**src/rtl/twos_complement_serial.sv**
```systemverilog
// Chunk-serial two's-complement negator: CHUNK bits per cycle, LSB chunk first.
// Optional `TWOS_COMPLEMENT_ABS_EN adds abs_mode (negate only negative operands).

// One bit of the negation ripple: b = a ^ (any lower bit set).
module tcs_bit (
  input  logic a,
  input  logic p_in,
  input  logic neg,
  output logic b,
  output logic p_out
);
  assign b     = a ^ (p_in & neg);
  assign p_out = p_in | a;
endmodule

module twos_complement_serial #(
  parameter int WIDTH = 16,
  parameter int CHUNK = 4
) (
  input  logic             clk,
  input  logic             rst_n,
  input  logic             in_valid,
  output logic             in_ready,
  input  logic [WIDTH-1:0] in_data,
`ifdef TWOS_COMPLEMENT_ABS_EN
  input  logic             abs_mode,
`endif
  output logic             out_valid,
  input  logic             out_ready,
  output logic [WIDTH-1:0] out_data,
  output logic             out_ovf,
  output logic             busy
);
  localparam int NCHUNK = WIDTH / CHUNK;
  localparam int IW     = (NCHUNK > 1) ? $clog2(NCHUNK) : 1;

  typedef enum logic [1:0] {IDLE, BUSY, DONE} state_e;

  state_e           state;
  logic [WIDTH-1:0] a_q, res_q, res_shift;
  logic [IW-1:0]    idx;
  logic             pflag, neg_q, ovf_q, neg_in;
  logic [CHUNK-1:0] chunk_a, chunk_b;
  logic [CHUNK:0]   p_chain;

`ifdef TWOS_COMPLEMENT_ABS_EN
  assign neg_in = !abs_mode || in_data[WIDTH-1];
`else
  assign neg_in = 1'b1;
`endif

  // Operand shifts right each cycle so the active chunk is always the low CHUNK bits.
  assign chunk_a    = a_q[CHUNK-1:0];
  assign p_chain[0] = pflag;

  tcs_bit u_bit [CHUNK-1:0] (
    .a     (chunk_a),
    .p_in  (p_chain[CHUNK-1:0]),
    .neg   ({CHUNK{neg_q}}),
    .b     (chunk_b),
    .p_out (p_chain[CHUNK:1])
  );

  // Result fills from the top; after NCHUNK shifts chunk 0 lands at the LSB.
  assign res_shift = WIDTH'({chunk_b, res_q} >> CHUNK);

  always_ff @(posedge clk) begin
    if (!rst_n) begin
      state     <= IDLE;
      a_q       <= '0;
      res_q     <= '0;
      idx       <= '0;
      pflag     <= 1'b0;
      neg_q     <= 1'b1;
      ovf_q     <= 1'b0;
      in_ready  <= 1'b1;
      busy      <= 1'b0;
      out_valid <= 1'b0;
      out_data  <= '0;
      out_ovf   <= 1'b0;
    end else begin
      case (state)
        IDLE: if (in_valid && in_ready) begin
          a_q      <= in_data;
          neg_q    <= neg_in;
          ovf_q    <= (in_data == {1'b1, {(WIDTH-1){1'b0}}});
          res_q    <= '0;
          idx      <= '0;
          pflag    <= 1'b0;
          in_ready <= 1'b0;
          busy     <= 1'b1;
          state    <= BUSY;
        end
        BUSY: begin
          a_q   <= a_q >> CHUNK;
          res_q <= res_shift;
          pflag <= p_chain[CHUNK];
          idx   <= idx + 1'b1;
          if (idx == IW'(NCHUNK-1)) begin
            out_valid <= 1'b1;
            out_data  <= res_shift;
            out_ovf   <= ovf_q;
            state     <= DONE;
          end
        end
        DONE: if (out_ready) begin
          out_valid <= 1'b0;
          out_data  <= '0;
          out_ovf   <= 1'b0;
          in_ready  <= 1'b1;
          busy      <= 1'b0;
          state     <= IDLE;
        end
        default: state <= IDLE;
      endcase
    end
  end
endmodule

```
**config.mk**
```make
export PLATFORM = sky130hd
export DESIGN_NAME = twos_complement_serial
export DESIGN_NICKNAME = d
export VERILOG_FILES = /design/src/rtl/twos_complement_serial.sv
export SDC_FILE = /design/constraint.sdc
export NUM_CORES = 1
export LEC_CHECK = 0
export BUFFER_PORTS_ARGS = -buffer_cell sky130_fd_sc_hd__buf_2
export CAP_MARGIN = 10
export CORE_MARGIN = 5
export CORE_UTILIZATION = 50
export CTS_CLUSTER_SIZE = 16
export DETAILED_ROUTE_END_ITERATION = 10
export PLACE_DENSITY = 0.77
export SYNTH_ARGS = -nofsm -noshare
export SYNTH_HDL_FRONTEND = slang
export SYNTH_HIERARCHICAL = 1
export SYNTH_SLANG_ARGS = --single-unit
export TNS_END_PERCENT = 20
```
**constraint.sdc**
```tcl
create_clock -name clk -period 3.3 [get_ports clk]
set_input_delay 0.33 -clock clk [delete_from_list [all_inputs] [get_ports clk]]
set_output_delay 0.33 -clock clk [all_outputs]
set_load 0.01 [all_outputs]
```
== After elaboration in Yosys (flattened, before gate mapping) ==
Index checks and enable logic that the tools add are counted.

* Mux-type cells: 24
* Multiply operators: 0
* Add/subtract/negate cells: 1
* Reductions and logical operators: 10
* Order comparisons: 0
* Shifts and indexed selects: 0
* Equality and inequality tests: 7
* Bitwise logic cells: 8
* Divide/modulo/power cells: 0

{| class="wikitable"
|+ Operator list
! operator !! number
|-
| one-hot mux 16 bit (2 select lines) || 3
|-
| two-way mux 16 bit || 4
|-
| equality test 16 bit (second input constant) || 1
|-
| one-hot mux 1 bit (2 select lines) || 5
|-
| AND reduction 3 bit || 3
|-
| two-way mux 2 bit || 4
|-
| two-way mux 1 bit || 6
|-
| inequality test 2 bit (second input constant) || 3
|-
| one-hot mux 2 bit (3 select lines) || 1
|-
| nonzero test 2 bit || 3
|-
| equality test 2 bit (second input constant) || 2
|-
| bitwise OR 1 bit || 4
|-
| one-hot mux 2 bit (2 select lines) || 1
|-
| AND reduction 2 bit || 2
|-
| bitwise XOR 1 bit || 4
|-
| adder 2 x 1 -> 2 bit (second input constant) || 1
|-
| equality test 2 x 1 -> 1 bit (second input constant) || 1
|-
| logical NOT 2 bit || 1
|-
| logical AND 1 bit || 1
|}

* Output and inout port bits: 20
* Word-level logic and storage cells: 61
* ROM bits: 0
* Bits in latches: 0
* Flip-flop bits (word level): 58
* RAM bits: 0
* Input port bits: 20
* Memories: 0

== Depth between registers and ports, before layout ==
Gate-level depths: netlist (run 1).

* Depth in word-level cells: 6
* Gate-level depth with buffers: 7
* Gate-level depth less buffers: 7

== Cells and area by module ==
Netlist (run 1), hierarchy kept.

{| class="wikitable"
|+ Modules (own cells, without submodules)
! module !! seq. area each (µm²) !! instances !! area each (µm²) !! cells each
|-
| twos_complement_serial || 1081.0 || 1 || 2243.4 || 266
|-
| tcs_bit || 0.0 || 4 || 18.8 || 3
|}

== Worst setup path before layout (run 1) ==
OpenSTA, ideal clock, no wires.

* Kind: register to register
* Start: reg pflag
* End: reg out_data[15]
* Stages on the path, launching flop included: 8
* Arrival: 1354 ps
* Setup time: 76 ps
* Period minus slack after synthesis: 1429 ps
* Path buffers: 0
* Slack: 1871 ps
* Data required time: 3224 ps
* Cell sequence: dfxtp_1 or2_1 or2_1 or2_1 nand2_1 xnor2_1 nand2_1 a21boi_0

* Cells in the longest elaborated chain, start to end: 6

{| class="wikitable"
|+ Ends and longest elaborated chain
! what !! line !! RTL
|-
| start: declaration || 42 || <nowiki>logic pflag, neg_q, ovf_q, neg_in;</nowiki>
|-
| start signal: assignment || 97 || <nowiki>pflag <= p_chain[CHUNK];</nowiki>
|-
| bitwise OR 1 bit || 13 || <nowiki>assign p_out = p_in | a;</nowiki>
|-
| via p_chain[1] || 44 || <nowiki>logic [CHUNK:0] p_chain;</nowiki>
|-
| bitwise OR 1 bit || 13 ||
|-
| via p_chain[2] || 44 ||
|-
| bitwise OR 1 bit || 13 ||
|-
| via p_chain[3] || 44 ||
|-
| bitwise XOR 1 bit || 12 || <nowiki>assign b = a ^ (p_in & neg);</nowiki>
|-
| via chunk_b[3] || 43 || <nowiki>logic [CHUNK-1:0] chunk_a, chunk_b;</nowiki>
|-
| two-way mux 16 bit || 99 || <nowiki>if (idx == IW'(NCHUNK-1)) begin</nowiki>
|-
| one-hot mux 16 bit (2 select lines) || 82 || <nowiki>case (state)</nowiki>
|-
| end signal: assignment || 101 || <nowiki>out_data <= res_shift;</nowiki>
|-
| end: declaration || 30 || <nowiki>output logic [WIDTH-1:0] out_data,</nowiki>
|}

The timed path passes the listed nets, and every way through them passes these cells. The select of a mux whose other input is x is not followed.
A chain may end at the register's enable or synchronous reset.

== Final worst setup path (run 1) ==
* Start: reg state[1]
* End: reg a_q[8]

* Cells in the longest elaborated chain, start to end: 3
* Elaborated cells on any way between the ends: 6
* Classes of those cells: 2 x eq/ne; 1 x mux; 3 x reduce/logical

{| class="wikitable"
|+ Ends and longest elaborated chain
! what !! line !! RTL
|-
| start: declaration || 39 || <nowiki>state_e state;</nowiki>
|-
| start signal: assignment || 69 || <nowiki>state <= IDLE;</nowiki>
|-
| start signal: assignment || 92 || <nowiki>state <= BUSY;</nowiki>
|-
| start signal: assignment || 103 || <nowiki>state <= DONE;</nowiki>
|-
| equality test 2 x 1 -> 1 bit or logical NOT 2 bit (tied branches) || 82 ||
|-
| nonzero test 2 bit (no source line) or inequality test 2 bit (tied branches) || n/a ||
|-
| AND reduction 2 bit (no source line) || n/a ||
|-
| end signal: assignment || 84 || <nowiki>a_q <= in_data;</nowiki>
|-
| end signal: assignment || 95 || <nowiki>a_q <= a_q >> CHUNK;</nowiki>
|-
| end: declaration || 40 || <nowiki>logic [WIDTH-1:0] a_q, res_q, res_shift;</nowiki>
|}

Parallel ways exist; a longest one is shown, timed or not.

==> results of run 1 <==
## final timing paths
kind	slack (ns)	end	cells past startpoint
max	1.52	a_q[8]	4
min	0.28	a_q[12]	3
max reg2reg	1.52	a_q[8]	4
min reg2reg	0.46	out_data[2]	2
## cells by family (layout without fill, tap and decap cells)
group,after synthesis,after routing
fa+ha+maj,1,1
mux,1,1
xor+xnor,4,4
buf+inv,23,50
compound gates,67,67
flops,54,54
simple gates,127,127
other cells,1,4
## cell usage in the layout (no fill, tap or decap), types with 3 or more instances in the layout
cell type	count
a21boi_0	25
a21boi_1	10
a21oi_1	3
a31oi_1	12
buf_2	39
buf_4	3
clkbuf_8	5
conb_1	4
dfxtp_1	54
nand2_1	64
nand2b_1	3
nand3_1	37
nor2_1	3
o21ai_0	13
or2_1	4
xnor2_1	4
## flip-flops by register name, indices dropped and copies added, names as in the netlist
signal / flops
out_valid: 1
res_q: 12
idx: 2
busy: 1
ovf_q: 1
out_data: 16
pflag: 1
in_ready: 1
out_ovf: 1
a_q: 16
state: 2
## final cells by class
cell class / instances / share of cell area (%)
clock buffers: 5 / 2.65
clock inverters: 3 / 1.68
multi-input cells: 204 / 43.2
flip-flops and latches: 54 / 41.6
well taps: 52 / 2.50
repair buffers: 42 / 8.37
## power by group
| part | total [mW] | switching (mW) | internal (mW) | leakage, nW |
|---|---|---|---|---|
| combinational | 0.143 | 0.0840 | 0.0592 | 0.488 |
| sequential | 0.700 | 0.0201 | 0.680 | 0.439 |
| clock | 0.447 | 0.220 | 0.228 | 0.0585 |
| total | 1.29 | 0.324 | 0.966 | 0.986 |
## layer usage
| layer | global-route usage [%] | share of wire [%] | wire (µm) | vias to the layer above |
|---|---|---|---|---|
| li1 | - | - | - | 1000 |
| met1 | 18.3 | 46 | 2170 | 885 |
| met5 | 0 | 0 | 0 | - |
| met2 | 25.0 | 47 | 2230 | 44 |
| met4 | 6.25 | 1.6 | 74 | 0 |
| met3 | 4.12 | 4.8 | 226 | 8 |
## cells in the mapped netlist
| library cell | count |
|---|---|
| buf_6 | 2 |
| conb_1 | 1 |
| nand4bb_1 | 1 |
| nor2b_1 | 2 |
| buf_1 | 1 |
| a21boi_1 | 10 |
| nand2_1 | 64 |
| nor2_1 | 3 |
| nor4b_1 | 1 |
| and2_1 | 1 |
| nor3b_1 | 2 |
| nand2b_1 | 3 |
| buf_4 | 4 |
| a31oi_1 | 12 |
| o21a_1 | 2 |
| and3b_1 | 1 |
| and2b_1 | 1 |
| ha_1 | 1 |
| a21boi_0 | 25 |
| dfxtp_1 | 54 |
| nand3_1 | 37 |
| buf_2 | 7 |
| o21ai_0 | 13 |
| clkbuf_1 | 9 |
| and4bb_1 | 1 |
| o21ai_1 | 1 |
| a21oi_1 | 3 |
| or2_1 | 4 |
| nand4_1 | 1 |
| nand3b_1 | 2 |
| o2bb2ai_1 | 1 |
| xnor2_1 | 4 |
| nor4_1 | 2 |
| mux2_2 | 1 |
| and3_1 | 1 |
## stage by stage
stage	cell area, µm²	worst slack (ns)	hold WS [ns]	power, mW	utilization (%)
after floorplan	2330	1.87	0.431	0.822	-
after global placement	2490	1.63	0.446	0.853	56.3
after detailed placement	2490	1.57	0.450	0.858	56.3
after CTS	2600	1.53	0.264	1.31	58.9
after global routing	2600	1.30	0.273	1.35	58.9
final	2600	1.52	0.278	1.29	58.9
## critical path: cells and delay by family, from the launching register on
family                 cells  cell delay [ns]
AOI/OAI and AO/OA          2             0.28
DFF                        1             0.48
and+or+nand+nor            1             0.59
buffers and inverters      1             0.36
==> flow_summary.json, run 1 <==
{
  "outcome": "finished clean",
  "yosysSeqAreaShare_pct": 46.6,
  "critPathSlowestCell": "nand2b_1",
  "cts_buffers": 5,
  "syn-cell-area_mm2": 0.00232,
  "area_growth_pct": 12.1,
  "report.final.slew_viol_count": 0,
  "crit_type": "flip-flop to flip-flop",
  "syn_avg_cell_area_um2": 8.34,
  "r2r-start": "state[1]",
  "skew_ns": 0.00835,
  "p_leak_nw": 0.986,
  "synth_fa_ha_area_share_pct": 0.540,
  "clock.fmax_mhz": 561,
  "fin_tns_setup_ns": 0,
  "antenna_left": 0,
  "antenna_found_initial": 0,
  "cts_max_path_buffers": 2,
  "max_cap_violations": 0,
  "grt_pass1_vias": 1708,
  "dp_hpwl_mm": 3.22,
  "hold_viol": 0,
  "postCtsSetupBuffers": 0,
  "synth_top_family_by_area": "simple AND/OR/NAND/NOR gates",
  "power.density_mw_per_mm2": 496,
  "worstPathMaxFanout": 26,
  "max_slew_margin_pct": 53.3,
  "insertion_delay_ns": 0.31,
  "cts_tree": "done",
  "gp_congestion": 0.745,
  "tightestPinTransition_ns": 0.698,
  "fp.dieH_um": 78.1,
  "yosysTopAreaCellShare_pct": 46.6,
  "netlist_instances": 278,
  "hp-start": "in_data[12]",
  "synth_seq_cells": 54,
  "rows": 24,
  "grt_pass1_wl_mm": 7.60,
  "synth.area.mux_share_pct": 0.486,
  "drt_pre_antenna_iters": 4,
  "fin_cells": 360,
  "drt_wl_total_mm": 4.70,
  "fp.dieW_um": 78.1,
  "fillers": 428,
  "drc": 0,
  "via_per_inst": 5.38,
  "period_needed_ns": 1.78,
  "fin_nets": 328,
  "crit_required_ns": 3.54,
  "cp.arrival_ns": 2.02,
  "antenna_cells": 0,
  "wl_per_cell_um": 13.1,
  "gr-usage-all-layers_pct": 15.1,
  "synth.distinct_cells": 35,
  "dieArea_mm2": 0.00610,
  "postCtsHoldBufs": 0,
  "coreArea_mm2": 0.00441,
  "cp_cell_sequence": "nand2b_1 -> buf_4 -> o21ai_0 -> a31oi_1",
  "peakVddDrop_v": 0.000243,
  "cp-start-kind": "flip-flop",
  "multiInputGateArea_mm2": 0.00112,
  "timing.final.crit_share_pct": 54.0,
  "regArea_mm2": 0.00108,
  "cts_resized": 0,
  "yosysTopAreaCell": "dfxtp_1",
  "cpPeakStageDelay_ns": 0.59,
  "grt_overflow": 0,
  "startpoint": "state[1]",
  "synth-xor-area-share_pct": 1.51,
  "grt_max_degree": 56,
  "ios": 40,
  "synth_area_leaders": "dfxtp_1 47%, nand2_1 10%, a21boi_0 8.1%",
  "setup_viol": 0,
  "min_path_type": "primary input to flip-flop",
  "h-tree-depth": 2,
  "synthSimpleGateAreaFrac_pct": 26.0,
  "vias": 1937,
  "rsz0062_at_grt": "false",
  "cts_sinks": 54,
  "io_buffers": 39,
  "first_iter_violations": 134,
  "synth_compound_area_share_pct": 19.3,
  "initial_utilization_pct": 52.5,
  "clkTransAtPathRegs_ns": 0.09,
  "crit_path_end_kind": "flip-flop",
  "placedCellCount": 352,
  "clock-root-buffer": "clkbuf_8",
  "synth.yosys.warnings": 6,
  "drive_above_1_share_pct": 16.6
}
No activity file was read; power rests on OpenSTA's default activity.
==> inputs of run 2 (changes only) <==
--- a/config.mk
+++ b/config.mk
@@ -11,7 +11,7 @@
 export CORE_UTILIZATION = 50
 export CTS_CLUSTER_SIZE = 16
 export DETAILED_ROUTE_END_ITERATION = 10
-export PLACE_DENSITY = 0.77
+export PLACE_DENSITY = 0.8
 export SYNTH_ARGS = -nofsm -noshare
 export SYNTH_HDL_FRONTEND = slang
 export SYNTH_HIERARCHICAL = 1
==> constraint.sdc (replaced) <==
create_clock -name clk -period 1.5 [get_ports clk]
set_input_delay 0.15 -clock clk [delete_from_list [all_inputs] [get_ports clk]]
set_output_delay 0.15 -clock clk [all_outputs]
set_load 0.01 [all_outputs]
==> run 2 against run 1 <==
- utilization grew 3.9 points
- critical path depth grew 3
- final cell count grew 2.5%
- hold slack lost 0.18 ns
- non-clock buffer count grew 9
- sequential cell count is the same
- setup slack lost 1.5 ns
- clock-buffer cell count grew 1
- clock power grew to 2.6 times the previous value
- register-to-register slack lost 1.5 ns
- critical path type unchanged
==> flow_summary.json, run 2 (synthesis results as in run 1) <==
{
  "insertion_delay_ns": 0.30,
  "final_util_pct": 62.8,
  "crit_required_ns": 1.74,
  "grt_pass1_wl_mm": 8.29,
  "place_area_mm2": 0.00260,
  "antenna_found_initial": 0,
  "cpMostUsedCell": "or2_1",
  "startpoint": "a_q[0]",
  "reg2reg_to": "out_data[15]",
  "p_sw_share_pct": 22.6,
  "period_needed_ns": 1.49,
  "whs_ns": 0.0948,
  "reg_top3": "a_q (16), out_data (16), res_q (12)",
  "r2r_cells": 7,
  "ios": 40,
  "antenna_cells": 0,
  "fin_area_mm2": 0.00277,
  "first_iter_violations": 88,
  "fp.dieH_um": 78.1,
  "fin_nets": 337,
  "cts_buffers": 5,
  "clock.fmax_mhz": 669,
  "cts_sinks": 54,
  "cpPeakStageDelay_ns": 0.32,
  "r2r-start": "a_q[0]",
  "skew_ns": 0.00615,
  "hp-start": "in_data[12]",
  "setup_slack_ns": 0.00509,
  "final_cell_mix": "62 x nand2_1, 52 x dfxtp_1, 39 x buf_2, 37 x nand3_1, 22 x a21boi_0",
  "critPathSlowestCell": "dfxtp_2",
  "rows": 24,
  "switchingPower_uw": 697,
  "min_path_type": "primary input to flip-flop",
  "vias": 2012,
  "h-tree-depth": 2,
  "finalPower_mw": 3.08,
  "coreArea_mm2": 0.00441,
  "cp-start-kind": "flip-flop",
  "crit_path_end": "out_data[15]",
  "cp_cell_sequence": "or2_1 -> or2_1 -> or2_1 -> nand2_2 -> xnor2_2 -> nand2_1 -> a21boi_1",
  "power.density_mw_per_mm2": 1110,
  "clkTransAtPathRegs_ns": 0.09,
  "gp_congestion": 0.808,
  "report.final.slew_viol_count": 0,
  "cts_tree": "done",
  "p_leak_nw": 1.08,
  "max_cap_violations": 0,
  "grt_max_degree": 36,
  "peakVddDrop_v": 0.000532,
  "final_common_cell": "nand2_1",
  "postCtsHoldBufs": 0,
  "clock-root-buffer": "clkbuf_8",
  "io_buffers": 39,
  "fin_cells": 369,
  "antenna_left": 0,
  "initial_utilization_pct": 52.5,
  "outcome": "finished clean",
  "crit_type": "flip-flop to flip-flop",
  "worstPathMaxFanout": 2,
  "fillers": 381,
  "drc": 0,
  "ff2ff_setup_slack_ns": 0.005,
  "pwr-share-comb_pct": 12.2,
  "p_clk_share_pct": 37.8,
  "wl_per_cell_um": 13.3,
  "drive_above_1_share_pct": 21.1,
  "cp.arrival_ns": 1.73,
  "grt_pass1_vias": 1950,
  "drt_pre_antenna_iters": 4,
  "p_int_mw": 2.38,
  "gr-usage-all-layers_pct": 16.4,
  "setup_viol": 0,
  "dieArea_mm2": 0.00610,
  "crit_path_end_kind": "flip-flop",
  "timing.final.crit_share_pct": 99.7,
  "via_per_inst": 5.45,
  "place_ws_ns": -0.0614,
  "grt_overflow": 0,
  "fin_tns_setup_ns": 0,
  "fp.dieW_um": 78.1,
  "power_frac_seq_pct": 50.0,
  "cts_max_path_buffers": 2,
  "drt_wl_total_mm": 4.90,
  "area_growth_pct": 19.5,
  "dp_hpwl_mm": 3.35,
  "placedCellCount": 360,
  "rsz0062_at_grt": "true",
  "hold_viol": 0
}
## run 2: critical path: cells and delay by family (launching register included)
family | cells | cell delay, ns
flops | 1 | 0.32
compound gates | 1 | 0.14
simple gates | 5 | 0.85
xor+xnor | 1 | 0.12
## run 2: cell type report
cell class	instances	area, µm²	share of cell area (%)
clock buffer	6	82.6	2.98
clock inverter	2	60.1	2.17
multi-input combinational	204	1140	41.3
sequential	54	1080	39.1
tap	52	65.1	2.35
timing repair buffer	51	335	12.1
## run 2: what timing repair did
item,in CTS,in global routing
cloned,0,0
buffers inserted,1,0
pin swaps,6,3
gates resized for setup,4,6
setup endpoints to repair,3,9
## run 2: how the worst min path moves through the flow
| stage | slack [ns] | cells after the start | to |
|---|---|---|---|
| floorplan | 0.29 | 2 | a_q[12] |
| global placement | 0.41 | 3 | a_q[12] |
| detailed placement | 0.42 | 3 | a_q[12] |
| CTS | 0.09 | 3 | a_q[12] |
| global route | 0.08 | 3 | a_q[12] |
| finish | 0.09 | 3 | a_q[12] |
## run 2: metal layers
metal	global-route usage (%)	vias up	wire, µm
met3	4.12	11	254
met4	8.11	0	93
met2	27.5	43	2420
li1	-	1026	-
met5	0	-	0
met1	19.5	932	2130
## run 2: power groups by stage
stage / sequential [mW] / clock, mW / combinational, mW
5_1_grt: 1.55 / 1.26 / 0.418
4_1_cts: 1.54 / 1.19 / 0.358
2_1_floorplan: 1.56 / 0 / 0.247
3_3_place_gp: 1.57 / 0 / 0.338
3_5_place_dp: 1.57 / 0 / 0.348
6_report: 1.54 / 1.16 / 0.375
==> inputs of run 3 (changes only) <==
--- a/config.mk
+++ b/config.mk
@@ -5,13 +5,15 @@
 export SDC_FILE = /design/constraint.sdc
 export NUM_CORES = 1
 export LEC_CHECK = 0
+export ABC_AREA = 1
 export BUFFER_PORTS_ARGS = -buffer_cell sky130_fd_sc_hd__buf_2
 export CAP_MARGIN = 10
 export CORE_MARGIN = 5
-export CORE_UTILIZATION = 50
+export CORE_UTILIZATION = 49
 export CTS_CLUSTER_SIZE = 16
 export DETAILED_ROUTE_END_ITERATION = 10
-export PLACE_DENSITY = 0.8
+export GPL_TIMING_DRIVEN = 0
+export PLACE_DENSITY = 0.79
 export SYNTH_ARGS = -nofsm -noshare
 export SYNTH_HDL_FRONTEND = slang
 export SYNTH_HIERARCHICAL = 1
==> run 3 against run 2 <==
- synthesized cell count is 15% higher
- critical endpoint is now res_q[15]
- die area is essentially flat
- non-clock buffer count is 7 higher
- clock skew up 0.0036 ns
- the run now ends with setup timing left
- combinational power increased by 30%
- routed wire length is 3.3% higher
- critical path depth grew 1
- sequential power hardly changed
- sequential cell count stayed put
==> flow_summary.json, run 3 <==
{
  "outcome": "finished with violations",
  "violations": "setup timing",
  "rsz0062_at_grt": "true",
  "dieArea_mm2": 0.00610,
  "place_area_mm2": 0.00256,
  "period_needed_ns": 1.51,
  "reg_top3": "a_q (16), out_data (16), res_q (12)",
  "syn-cell-area_mm2": 0.00227,
  "cts_buffers": 5,
  "via_per_inst": 4.82,
  "p_sw_share_pct": 27.2,
  "fp.dieH_um": 78.1,
  "clock.fmax_mhz": 664,
  "worstPathMaxFanout": 3,
  "synth_seq_cells": 54,
  "synth_edf_count": 0,
  "report.final.slew_viol_count": 0,
  "synthFlopType": "dfxtp_1",
  "async_flop_share_pct": 0,
  "synth.yosys.warnings": 6,
  "wl_per_cell_um": 11.8,
  "syn_avg_cell_area_um2": 7.10,
  "antenna_cells": 0,
  "yosysSeqAreaShare_pct": 47.6,
  "coreArea_mm2": 0.00441,
  "fillers": 442,
  "netlist_instances": 320,
  "critPathSlowestCell": "dfxtp_2",
  "regArea_mm2": 0.00108,
  "startpoint": "pflag",
  "clkTransAtPathRegs_ns": 0.10,
  "crit_path_end_kind": "flip-flop",
  "cts_tree": "done",
  "timing.final.crit_share_pct": 100,
  "cts_sinks": 54,
  "setup_viol": 2,
  "cpPeakStageDelay_ns": 0.33,
  "pwr-share-comb_pct": 16.1,
  "initial_utilization_pct": 51.5,
  "crit_family": "simple AND/OR/NAND/NOR gates",
  "final_cell_mix": "129 x nand2_1, 51 x dfxtp_1, 40 x buf_2, 39 x a21oi_1, 36 x nor2_1",
  "h-tree-depth": 2,
  "antenna_left": 0,
  "grt_overflow": 0,
  "min_path_type": "primary input to flip-flop",
  "drt_wl_total_mm": 5.06,
  "cp-start-kind": "flip-flop",
  "p_int_mw": 2.21,
  "hp-start": "out_ready",
  "insertion_delay_ns": 0.31,
  "cts_max_path_buffers": 2,
  "io_buffers": 39,
  "synth.distinct_cells": 23,
  "gr-usage-all-layers_pct": 17.4,
  "antenna_found_initial": 0,
  "yosysTopAreaCell": "dfxtp_1",
  "fin_area_mm2": 0.00272,
  "drive_above_1_share_pct": 20.1,
  "vias": 2072,
  "power_frac_seq_pct": 51.2,
  "r2r-start": "pflag",
  "fp.dieW_um": 78.1,
  "whs_ns": 0.0906,
  "grt_max_degree": 19,
  "netlist_top_cells_count": "130 x nand2_1, 54 x dfxtp_1, 40 x a21oi_1, 36 x nor2_1, 12 x o21ai_0",
  "clock-root-buffer": "clkbuf_8",
  "cp_cell_sequence": "or2_1 -> or2_1 -> or2_1 -> nand2_1 -> nand2_1 -> nand2_2 -> nand2_1 -> a21oi_2",
  "crit_type": "flip-flop to flip-flop",
  "max_cap_violations": 0,
  "tightestPinTransition_ns": 0.539,
  "final_common_cell": "nand2_1",
  "finalPower_mw": 3.04,
  "grt_pass1_wl_mm": 8.82,
  "setup_slack_ns": -0.00545,
  "ios": 40,
  "area_growth_pct": 19.5,
  "cp.arrival_ns": 1.75,
  "crit_required_ns": 1.75,
  "crit_buf_inv": 0,
  "p_clk_share_pct": 32.7,
  "multiInputGateArea_mm2": 0.00106,
  "gp_congestion": 0.817,
  "yosysMostFrequentCell": "nand2_1",
  "rows": 24,
  "first_iter_violations": 150,
  "peakVddDrop_v": 0.000497,
  "yosysTopAreaCellShare_pct": 47.6,
  "fin_nets": 398,
  "grt_pass1_vias": 1950,
  "power.density_mw_per_mm2": 1120,
  "hold_viol": 0,
  "dp_hpwl_mm": 3.62,
  "skew_ns": 0.00976,
  "drt_pre_antenna_iters": 4,
  "final_util_pct": 61.5,
  "p_leak_nw": 1.22,
  "max_slew_margin_pct": 64.1,
  "synth_area_leaders": "dfxtp_1 48%, nand2_1 21%, a21oi_1 8.8%",
  "drc": 0,
  "switchingPower_uw": 825
}
==> run 3: cell count changes after synthesis, moves of 6 or more <==
cell / change
a21boi_0: -25
a21boi_1: -10
a21oi_1: +37
a31oi_1: -12
buf_2: -6
inv_1: +9
nand2_1: +66
nand3_1: -32
nor2_1: +33
==> run 3: final cells by class <==
class / instances / area share, %
Sequential cell: 54 / 39.9
Multi-Input combinational cell: 245 / 38.9
Timing Repair Buffer: 43 / 8.29
Buffer: 15 / 4.33
Clock buffer: 5 / 2.53
Tap cell: 52 / 2.40
Inverter: 13 / 1.84
Clock inverter: 3 / 1.75
==> run 3: cells by family after synthesis <==
group	count (synthesis)	synth area share (%)
other cells	1	0.165
buf+inv	28	7.37
simple gates	181	32.1
fa+ha+maj	1	0.550
compound gates	55	12.2
flops	54	47.6
==> run 3: per-layer routing <==
| layer | part of all wire (%) | GRT usage [%] |
|---|---|---|
| met5 | 0 | 0 |
| met4 | 1.3 | 5.57 |
| met3 | 3.8 | 3.43 |
| met2 | 47 | 27.1 |
| met1 | 48 | 24.4 |
==> run 3: worst register-to-register path: stages (launching register included) <==
cell     delay (ns)
dfxtp_2        0.33
or2_1          0.23
or2_1          0.24
or2_1          0.26
nand2_1        0.07
nand2_1        0.07
nand2_2        0.08
nand2_1        0.07
a21oi_2        0.10
==> run 3: worst paths after layout <==
check | endpoint | slack [ns] | depth (start not counted)
worst min register to register | out_data[2] | 0.46 | 2
worst min-delay path | state[1] | 0.09 | 4
worst max register to register | res_q[15] | -0.005 | 8
worst max-delay path | res_q[15] | -0.005 | 8
==> run 3: stage by stage <==
stage / std cells / setup slack [ns] / setup TNS (ns)
3_3_place_gp: 418 / -0.0448 / -0.118
5_1_grt: 430 / -0.0876 / -0.226
2_1_floorplan: 327 / 0.0185 / 0
3_5_place_dp: 418 / -0.0729 / -0.184
6_report: 430 / -0.00545 / -0.00778
4_1_cts: 430 / 0.0185 / 0
==> run 3: repair_timing <==
action / in CTS / in global routing
hold buffers: 0 / 0
setup buffers: 4 / 0
pin swaps: 3 / 9
endpoints found under the setup margin: 3 / 5
resized for setup: 2 / 3
==> run 3: power by group through the flow <==
stage / logic [mW] / clock network [mW] / registers, mW
2_1_floorplan: 0.328 / 0 / 1.58
3_3_place_gp: 0.440 / 0 / 1.59
3_5_place_dp: 0.449 / 0 / 1.59
4_1_cts: 0.482 / 1.01 / 1.55
5_1_grt: 0.551 / 1.08 / 1.57
6_report: 0.489 / 0.993 / 1.56
